**config.mk**
```make
export PLATFORM = sky130hd
export DESIGN_NAME = sar_search
export DESIGN_NICKNAME = d
export VERILOG_FILES = /design/src/rtl/sar_search.sv
export SDC_FILE = /design/constraint.sdc
export NUM_CORES = 1
export LEC_CHECK = 0
export BUFFER_PORTS_ARGS = -buffer_cell sky130_fd_sc_hd__buf_2
export CORE_MARGIN = 3
export CORE_UTILIZATION = 35
export CTS_CLUSTER_SIZE = 24
export DETAILED_ROUTE_END_ITERATION = 10
export SLEW_MARGIN = 15
export SYNTH_ARGS = -nofsm -noshare
export SYNTH_HDL_FRONTEND = slang
export SYNTH_SLANG_ARGS = --single-unit
```
**constraint.sdc**
```tcl
create_clock -name clk -period 2.4 [get_ports clk]
set_clock_uncertainty 0.2 [all_clocks]
set_input_delay 0.24 -clock clk [delete_from_list [all_inputs] [get_ports clk]]
set_output_delay 0.24 -clock clk [all_outputs]
set_load 0.01 [all_outputs]
```
**src/rtl/sar_search.sv**
```systemverilog
// sar_search: successive-approximation search driven by an external
// comparator. One trial bit is resolved per TRIAL cycle, MSB first,
// with an early exit on equality and an error exit on an illegal code.
module sar_search #(
  parameter int unsigned WIDTH = 4
) (
  input  logic             clk,
  input  logic             rst,
  input  logic             start,
  input  logic             cmp_gt,
  input  logic             cmp_lt,
  input  logic             cmp_eq,
  output logic [WIDTH-1:0] trial,
  output logic             busy,
  output logic             done,
  output logic [WIDTH-1:0] result,
  output logic             err
);

  localparam int unsigned IW = (WIDTH > 1) ? $clog2(WIDTH) : 1;

  typedef enum logic [1:0] {
    IDLE,
    TRIAL,
    FINISH
  } state_t;

  state_t           state_q, state_d;
  logic [WIDTH-1:0] trial_q, trial_d;
  logic [IW-1:0]    idx_q, idx_d;
  logic [WIDTH-1:0] result_q, result_d;
  logic             busy_q, busy_d;
  logic             done_q, done_d;
  logic             err_q, err_d;
  logic [IW-1:0]    idx_m1;
  logic             code_ok;

  // Next-state and next-output computation; every output is registered.
  always_comb begin
    state_d  = state_q;
    trial_d  = trial_q;
    idx_d    = idx_q;
    result_d = result_q;
    busy_d   = busy_q;
    done_d   = 1'b0;
    err_d    = err_q;
    idx_m1   = idx_q - IW'(1);
    code_ok  = $onehot({cmp_gt, cmp_lt, cmp_eq});

    case (state_q)
      IDLE: begin
        busy_d = 1'b0;
        if (start) begin
          state_d            = TRIAL;
          trial_d            = '0;
          trial_d[WIDTH-1]   = 1'b1;
          idx_d              = IW'(WIDTH - 1);
          busy_d             = 1'b1;
          err_d              = 1'b0;
        end
      end

      TRIAL: begin
        if (!code_ok) begin
          result_d = '0;
          err_d    = 1'b1;
          state_d  = FINISH;
          busy_d   = 1'b0;
          done_d   = 1'b1;
        end else if (cmp_eq) begin
          result_d = trial_q;
          state_d  = FINISH;
          busy_d   = 1'b0;
          done_d   = 1'b1;
        end else if (idx_q == '0) begin
          result_d    = trial_q;
          result_d[0] = cmp_gt;
          state_d     = FINISH;
          busy_d      = 1'b0;
          done_d      = 1'b1;
        end else begin
          // keep the bit if target is above the trial, drop it otherwise
          trial_d[idx_q]  = cmp_gt;
          trial_d[idx_m1] = 1'b1;
          idx_d           = idx_m1;
        end
      end

      FINISH: begin
        state_d = IDLE;
        busy_d  = 1'b0;
      end

      default: begin
        state_d = IDLE;
        busy_d  = 1'b0;
      end
    endcase
  end

  // State register with synchronous active-high reset.
  always_ff @(posedge clk) begin
    if (rst) begin
      state_q  <= IDLE;
      trial_q  <= '0;
      idx_q    <= '0;
      result_q <= '0;
      busy_q   <= 1'b0;
      done_q   <= 1'b0;
      err_q    <= 1'b0;
    end else begin
      state_q  <= state_d;
      trial_q  <= trial_d;
      idx_q    <= idx_d;
      result_q <= result_d;
      busy_q   <= busy_d;
      done_q   <= done_d;
      err_q    <= err_d;
    end
  end

  assign trial  = trial_q;
  assign busy   = busy_q;
  assign done   = done_q;
  assign result = result_q;
  assign err    = err_q;

endmodule
```
==> results of run 1 <==
[through the flow]
step | setup slack [ns] | cells | area [um^2] | hold slack, ns
floorplan | 0.381 | 80 | 754 | 0.112
global placement | 0.197 | 122 | 880 | 0.258
detailed placement | 0.131 | 122 | 880 | 0.264
CTS | 0.225 | 126 | 907 | 0.0838
global route | 0.0972 | 126 | 907 | 0.0871
finish | 0.212 | 126 | 907 | 0.0851
[power by group through the flow]
stage	Sequential, mW	Combinational, mW	Clock [mW]
after floorplan	0.276	0.0616	0
after global placement	0.275	0.0938	0
after detailed placement	0.275	0.0954	0
after CTS	0.269	0.0959	0.153
after global routing	0.271	0.107	0.162
final	0.269	0.0959	0.150
[critical path: stages, from the launching register on]
cell,delay [ns]
dfxtp_1,0.42
inv_1,0.13
ha_1,0.27
or4b_1,0.63
nor4_2,0.32
o22a_1,0.17
[cells in the mapped netlist]
master	instances
or3b_2	2
a311oi_1	1
o311a_1	1
nand2b_1	1
and2b_2	1
o21ai_0	4
clkbuf_1	2
a31o_2	1
fa_1	1
nor4_2	1
nor2_1	7
nor4b_1	1
dfxtp_1	15
or4b_1	1
nand4_1	5
ha_1	6
a2bb2oi_1	1
nor3_1	4
a211oi_1	2
clkbuf_2	1
o2bb2ai_1	1
buf_2	1
a31oi_1	2
nor2b_1	1
a21oi_1	8
mux2_2	1
or2_2	1
o22a_1	2
nor3b_1	2
inv_1	3
[flip-flops by register name (all words and copies together), names as in the netlist]
register and cells:
result 4, trial 4, idx_q 2, state_q 2
busy 1, done 1, err 1
[cell families after synthesis]
group / count (synthesis) / share of synthesized area
and+or+nand+nor: 27 / 0.224
AOI/OAI and AO/OA: 23 / 0.199
DFF: 15 / 0.398
buffers and inverters: 7 / 0.0381
adders and majority gates: 7 / 0.126
muxes: 1 / 0.0149
[path summary, 6_finish.rpt]
path | endpoint | slack, ns | cells after the start | from
hold reg to reg | result[1] | 0.27 | 2 | result[1]
hold / removal | err | 0.09 | 2 | rst
setup reg to reg | trial[2] | 0.21 | 5 | idx_q[0]
setup / recovery | trial[2] | 0.21 | 5 | idx_q[0]
[layout make-up]
| type | count | area (um^2) |
|---|---|---|
| clock inverters | 1 | 5.00 |
| well taps | 27 | 33.8 |
| fillers | 207 | 1090 |
| clock buffers | 3 | 22.5 |
| inverters | 3 | 11.3 |
| repair buffers | 19 | 103 |
| multi-input cells | 58 | 432 |
| flip-flops and latches | 15 | 300 |
[layer usage]
metal,up-vias,part of all wire,track usage
li1,336,-,-
met1,317,0.50,0.158
met2,12,0.45,0.207
met3,2,0.045,0.0342
met4,0,0.0060,0.0638
met5,-,0,0
==> impl_metrics.csv, run 1 <==
group,metric,value,unit
floorplanning,die_h,52.4,um
route,wire_per_inst,13.3,um
route,num_vias,667,
sta,setup_viol,0,
global_route,overflow,0,
pwr,power,515,uW
logic_synthesis,ys_seq_elements,15,
route,drt-total-wl,1.68,mm
clocking,cts_tree,"built",
pwr,powerDensity,568,nW/um^2
floorplanning,rows,16,
sta,rsz0062_at_grt,"no",
pwr,ir_drop,0.221,mV
placed_design,hpwl,1.21,mm
logic_synthesis,netlist_area,754,um^2
final_layout,nets,113,
logic_synthesis,synth_area_leaders,"dfxtp_1 40%, ha_1 10%, a21oi_1 5.3%",
floorplanning,ios,17,
worst_setup_path,criticalPathCategory,"reg2reg",
worst_setup_path,end_kind,"register",
job,maxCapViolCount,0,
clocking,cts.sinks,15,
logic_synthesis,syn_inst,80,
global_route,antenna_found_initial,0,
clocking,cts_resized,0,
pwr,p_int,363,uW
clocking,clock_latency,0.29,ns
sta,drv_slew,0,
pwr,combPwrFrac,0.186,
pwr,switching_share,0.295,
floorplanning,dieArea,2750,um^2
logic_synthesis,synth_cell_type_count,30,
final_layout,n_antenna_cell,0,
pwr,power.switching,152,uW
final_layout,drive_above_1_share,0.313,
logic_synthesis,synth_top_area_share,0.398,
run_status,status,"finished, final reports clean",
worst_setup_path,startpoint_type,"register",
worst_hold_path,hold_path.class,"in2reg",
sta,relSlewSlack,0.753,
logic_synthesis,yosysSeqAreaShare,0.398,
sta,fmax,457,MHz
logic_synthesis,synth_fp_nets,93,
clocking,cts-root-buf,"clkbuf_4",
pwr,share_seq_of_total_power,0.522,
worst_setup_path,cp.arrival,2.22,ns
final_layout,layout_common_cells,"16 x buf_2, 15 x dfxtp_1, 8 x a21oi_1",
floorplanning,start_util,0.377,
clocking,postCtsSetupRepairBufs,0,
final_layout,final_common_cell,"buf_2",
route,first_pass_iters,4,
placed_design,routabilityCongestion,0.779,
logic_synthesis,syn_avg_cell_area,9.43,um^2
route,avgViaCountPerCell,5.29,
clocking,cts_buffers,3,
global_route,grt_max_degree,16,
floorplanning,core,2000,um^2
sta,tns,0,ns
pwr,p_leak,0.387,nW
worst_setup_path,required,2.43,ns
clocking,cts_buffer_depth,2,
clocking,cts_max_level,1,
global_route,grt_pass1_wl,2.62,mm
sta,fin_crit_sh,0.912,
placed_design,port_buffers,16,
route,drtAntennaViolNets,0,
sta,fin_crit,2.19,ns
final_layout,syn2layout_area_growth,20.2,%
final_layout,postLayoutCoreUtil,0.453,
clocking,clk_pin_slew_worst_paths,0.10,ns
pwr,clockPowerShare,0.292,
logic_synthesis,synth_top_area_cell,"dfxtp_1",
floorplanning,die_x,52.4,um
route,drc_errors,0,
route,drt_iter0_drc,16,
sta,tightest_slew,0.370,ns
sta,hold_violations,0,
global_route,grt.total_usage,0.129,
clocking,holdBufCountCts,0,
logic_synthesis,yosys_warnings,0,
worst_setup_path,cp_max_fo,7,
global_route,grt_pass1_vias,599,
Power figures use the tool's default switching activity.
==> inputs of run 2 (changes only) <==
--- a/config.mk
+++ b/config.mk
@@ -10,6 +10,7 @@
 export CORE_UTILIZATION = 35
 export CTS_CLUSTER_SIZE = 24
 export DETAILED_ROUTE_END_ITERATION = 10
+export GPL_TIMING_DRIVEN = 0
 export SLEW_MARGIN = 15
 export SYNTH_ARGS = -nofsm -noshare
 export SYNTH_HDL_FRONTEND = slang
==> constraint.sdc (replaced) <==
create_clock -name clk -period 2.1 [get_ports clk]
set_clock_uncertainty 0.2 [all_clocks]
set_input_delay 0.21 -clock clk [delete_from_list [all_inputs] [get_ports clk]]
set_output_delay 0.21 -clock clk [all_outputs]
set_load 0.01 [all_outputs]
==> run 2 against run 1 <==
Net effect:
- clock-buffer cell count did not move
- routed wire length up 5.0%
- combinational power increased by 27%
- global-route usage grew 1.4 points
- highest routed layer unchanged
- register-to-register slack worse by 0.13 ns
- critical path depth grew 1
- utilization grew 1.6 points
- sequential share of layout area is 0.57 points lower
- worst hold slack gained 0.13 ns
==> impl_metrics.csv, run 2 (same netlist as run 1, synthesis figures left out) <==
group,metric,value,unit
final_layout,n_antenna_cell,0,
clocking,cts_buffers,3,
final_layout,final_common_cell,"buf_2",
route,avgViaCountPerCell,5.39,
floorplanning,rows,16,
pwr,ir_drop,0.286,mV
run_status,status,"finished, final reports clean",
floorplanning,start_util,0.377,
route,first_pass_iters,4,
global_route,grt_pass1_wl,2.85,mm
worst_hold_path,hold_path.class,"in2reg",
pwr,p_leak,0.393,nW
global_route,grt_max_degree,11,
clocking,clk_pin_slew_worst_paths,0.09,ns
sta,drv_slew,0,
clocking,cts-root-buf,"clkbuf_4",
placed_design,routabilityCongestion,0.713,
pwr,powerDensity,639,nW/um^2
final_layout,fillCellCount,205,
worst_setup_path,r2r_slack,0.08,ns
global_route,overflow,0,
worst_setup_path,cp.arrival,2.05,ns
worst_hold_path,worstHoldStart,"cmp_gt",
route,drt_iter0_drc,8,
worst_setup_path,crit_chain,"inv_1 > ha_4 > or4b_1 > buf_2 > nor4_2 > o22a_1",
sta,fin_crit_sh,0.961,
final_layout,syn2layout_area_growth,24.4,%
floorplanning,ios,17,
worst_setup_path,worstReg2RegEnd,"trial[2]",
global_route,antenna_found_initial,0,
worst_setup_path,criticalPathCategory,"reg2reg",
route,drc_errors,0,
worst_hold_path,worst_hold_path.num_cells,4,
clocking,clock_latency,0.29,ns
sta,rsz0062_at_grt,"no",
worst_hold_path,worstHoldEndpoint,"trial[3]",
final_layout,postLayoutCoreUtil,0.469,
clocking,cts_buffer_depth,2,
route,drtAntennaViolNets,0,
worst_setup_path,required,2.14,ns
final_layout,seq_area,305,um^2
floorplanning,die_h,52.4,um
floorplanning,die_x,52.4,um
sta,relSlewSlack,0.426,
floorplanning,dieArea,2750,um^2
worst_setup_path,r2r-start,"idx_q[1]",
route,drt-total-wl,1.76,mm
sta,fmax,495,MHz
worst_setup_path,rr_worst_depth,6,
placed_design,port_buffers,16,
sta,fin_crit,2.02,ns
final_layout,nets,115,
clocking,cts_tree,"built",
clocking,cts.sinks,15,
sta,setup_viol,0,
sta,tns,0,ns
route,num_vias,690,
worst_setup_path,max_stage_delay,0.47,ns
route,wire_per_inst,13.8,um
worst_setup_path,cp_max_fo,7,
sta,hold_violations,0,
floorplanning,core,2000,um^2
global_route,grt_pass1_vias,664,
final_layout,layout_common_cells,"18 x buf_2, 13 x dfxtp_1, 8 x a21oi_1",
sta,timing.hold.ws,0.215,ns
global_route,grt.total_usage,0.143,
job,maxCapViolCount,0,
worst_setup_path,end_kind,"register",
sta,tightest_slew,0.859,ns
placed_design,hpwl,1.29,mm
final_layout,drive_above_1_share,0.337,
final_layout,multi_input_area,453,um^2
worst_setup_path,slowest_stage,"or4b_1",
clocking,cts_max_level,1,
worst_setup_path,startpoint_type,"register",
[run 2: cell count changes in the layout (fill, tap and decap cells not counted), moves of 2 or more]
cell	before	now
buf_2	16	18
buf_4	3	0
clkbuf_1	0	2
dfxtp_1	15	13
[run 2: metal layers]
| metal | global-route usage | part of all wire | vias up |
|---|---|---|---|
| li1 | - | - | 340 |
| met1 | 0.159 | 0.44 | 334 |
| met2 | 0.248 | 0.51 | 12 |
| met3 | 0.0342 | 0.035 | 4 |
| met4 | 0.0766 | 0.014 | 0 |
| met5 | 0 | 0 | - |
[run 2: cell type report]
| type | count | area share |
|---|---|---|
| plain buffers | 4 | 0.0187 |
| clock buffers | 3 | 0.0240 |
| clock inverters | 1 | 0.00533 |
| inverters | 3 | 0.0120 |
| multi-input cells | 58 | 0.483 |
| flip-flops and latches | 15 | 0.325 |
| well taps | 27 | 0.0360 |
| repair buffers | 17 | 0.0960 |
[run 2: critical path, delay by kind of cell (launching register included)]
kind                       cells  cell delay, ns
adders and majority gates      1            0.19
DFF                            1            0.38
AOI/OAI and AO/OA              1            0.17
and+or+nand+nor                2            0.74
buffers and inverters          2            0.28
[run 2: per-stage QoR]
step,setup slack [ns],cells,power [mW],cell area [um^2]
CTS,0.0337,128,0.594,917
detailed placement,-0.367,123,0.421,868
global route,0.0189,128,0.632,938
finish,0.0816,128,0.599,938
floorplan,0.111,80,0.385,754
global placement,-0.315,123,0.418,868
[run 2: worst max path at each step]
stage / from / end / slack [ns] / cells past startpoint
floorplan: cmp_gt / trial[2] / 0.11 / 5
global placement: cmp_gt / trial[3] / -0.31 / 6
detailed placement: cmp_gt / trial[3] / -0.37 / 6
CTS: idx_q[0] / trial[2] / 0.03 / 6
global route: idx_q[1] / trial[2] / 0.02 / 6
finish: idx_q[1] / trial[2] / 0.08 / 6
[run 2: report_power, final]
group / internal [mW] / switching, mW
Clock: 0.0708 / 0.0981
Combinational: 0.0541 / 0.0684
Sequential: 0.297 / 0.0110
[run 2: repair_timing]
item,CTS,global route
buffers inserted,0,0
endpoints found under the setup margin,14,5
resized for setup,4,5
hold buffers,1,0
endpoints found under the hold margin,1,0
==> inputs of run 3 (changes only) <==
--- a/config.mk
+++ b/config.mk
@@ -6,11 +6,15 @@
 export NUM_CORES = 1
 export LEC_CHECK = 0
 export BUFFER_PORTS_ARGS = -buffer_cell sky130_fd_sc_hd__buf_2
+export CELL_PAD_IN_SITES_DETAIL_PLACEMENT = 1
+export CELL_PAD_IN_SITES_GLOBAL_PLACEMENT = 1
 export CORE_MARGIN = 3
 export CORE_UTILIZATION = 35
 export CTS_CLUSTER_SIZE = 24
 export DETAILED_ROUTE_END_ITERATION = 10
 export GPL_TIMING_DRIVEN = 0
+export MAX_ROUTING_LAYER = met4
+export PLACE_DENSITY_LB_ADDON = 0.1
 export SLEW_MARGIN = 15
 export SYNTH_ARGS = -nofsm -noshare
 export SYNTH_HDL_FRONTEND = slang
==> run 3 against run 2 <==
Net effect:
- critical path type unchanged
- largest cell class unchanged
- die area did not move
- critical endpoint unchanged
- flip-flop and latch count did not move
- via count rose by 0.87%
- non-clock buffer count rose by 4
- critical path depth did not move
==> impl_metrics.csv, run 3 (same netlist as run 1, synthesis figures left out) <==
group,metric,value,unit
run_status,status,"finished, final reports clean",
worst_setup_path,r2r_slack,0.06,ns
route,avgViaCountPerCell,5.27,
final_layout,syn2layout_area_growth,29.0,%
clocking,cts.sinks,15,
route,drtAntennaViolNets,0,
worst_setup_path,cp_max_fo,7,
floorplanning,start_util,0.377,
pwr,powerDensity,619,nW/um^2
global_route,antenna_found_initial,0,
sta,hold_violations,0,
sta,tightest_slew,0.880,ns
route,first_pass_iters,2,
placed_design,routabilityCongestion,0.705,
clocking,cts_buffers,3,
pwr,share_seq_of_total_power,0.512,
clocking,clock_latency,0.27,ns
pwr,power.switching,171,uW
pwr,clockPowerShare,0.268,
floorplanning,rows,16,
final_layout,layout_common_cells,"17 x buf_2, 13 x dfxtp_1, 8 x a21oi_1",
route,wire_per_inst,14.2,um
pwr,power,603,uW
final_layout,stdcell_count,132,
clocking,cts_max_level,1,
sta,relSlewSlack,0.412,
worst_setup_path,criticalPathCategory,"reg2reg",
worst_hold_path,hold_path.class,"in2reg",
worst_setup_path,end_kind,"register",
worst_setup_path,required,2.13,ns
global_route,grt.total_usage,0.161,
global_route,overflow,0,
sta,setup_viol,0,
pwr,combPwrFrac,0.220,
final_layout,nets,119,
job,maxCapViolCount,0,
pwr,switching_share,0.284,
sta,fmax,491,MHz
final_layout,final_common_cell,"buf_2",
route,num_vias,696,
global_route,grt_max_degree,11,
placed_design,dp.cells,123,
final_layout,fillCellCount,256,
pwr,p_leak,0.409,nW
pwr,p_int,432,uW
clocking,cts-root-buf,"clkbuf_4",
placed_design,port_buffers,16,
final_layout,n_antenna_cell,0,
pwr,ir_drop,0.561,mV
sta,drv_slew,0,
floorplanning,ios,17,
sta,fin_crit_sh,0.969,
clocking,cts_tree,"built",
floorplanning,die_x,52.4,um
sta,fin_crit,2.04,ns
placed_design,hpwl,1.38,mm
floorplanning,die_h,52.4,um
route,drt_iter0_drc,2,
floorplanning,dieArea,2750,um^2
sta,tns,0,ns
worst_setup_path,cp.arrival,2.06,ns
global_route,grt_pass1_wl,3.26,mm
route,drt-total-wl,1.87,mm
final_layout,drive_above_1_share,0.352,
clocking,clk_pin_slew_worst_paths,0.09,ns
route,drc_errors,0,
clocking,cts_buffer_depth,2,
worst_setup_path,startpoint_type,"register",
floorplanning,core,2000,um^2
global_route,grt_pass1_vias,721,
-- run 3: cell count changes in the layout (fill, tap and decap cells not counted) --
cell,delta
clkbuf_1,+1
buf_4,+4
clkbuf_4,+1
clkinv_2,-1
buf_2,-1
clkinvlp_4,+1
inv_2,-1
-- run 3: area by class of cell --
type	count	area (um^2)	area share
clock buffer	4	26.3	0.0270
sequential	15	305	0.314
multi-input combinational	58	453	0.465
inverter	3	15.0	0.0154
buffer	4	20.0	0.0206
tap	27	33.8	0.0347
timing repair buffer	21	120	0.123
-- run 3: what timing repair did --
item | CTS | global route
hold endpoints to repair | 1 | 0
hold buffers | 1 | 0
buffers inserted | 0 | 4
gates resized for setup | 4 | 6
endpoints found under the setup margin | 14 | 11
-- run 3: worst paths after layout --
kind	to	from	depth (start not counted)
setup / recovery	trial[2]	idx_q[0]	6
hold / removal	trial[3]	cmp_gt	4
setup reg to reg	trial[2]	idx_q[0]	6
hold reg to reg	result[3]	result[3]	2
-- run 3: per-layer routing --
layer	global-route usage	share of wire
met4	0.0255	0.0043
met3	0.0427	0.054
met5	-	0
met2	0.260	0.46
met1	0.206	0.48
-- run 3: power by group through the flow --
stage / clock network (mW) / logic (mW) / registers (mW)
2_1_floorplan: 0 / 0.0704 / 0.315
3_3_place_gp: 0 / 0.106 / 0.314
3_5_place_dp: 0 / 0.107 / 0.314
4_1_cts: 0.174 / 0.112 / 0.309
5_1_grt: 0.188 / 0.151 / 0.310
6_report: 0.162 / 0.133 / 0.308
-- run 3: worst max-delay path, stage by stage, from the launching register on --
cell and delay, ns:
dfxtp_4 0.39, clkinvlp_4 0.12, ha_4 0.20, or4b_1 0.45
clkbuf_4 0.19, nor4_2 0.27, o22a_1 0.16
-- run 3: stage by stage --
step                cell area [um^2]  hold WS [ns]  setup WS [ns]  utilization
floorplan                        754        0.0821          0.111            -
global placement                 868         0.256         -0.307        0.434
detailed placement               868         0.270         -0.309        0.434
CTS                              916         0.190         0.0131        0.458
global route                     973         0.214        -0.0139        0.486
finish                           973         0.200         0.0643        0.486
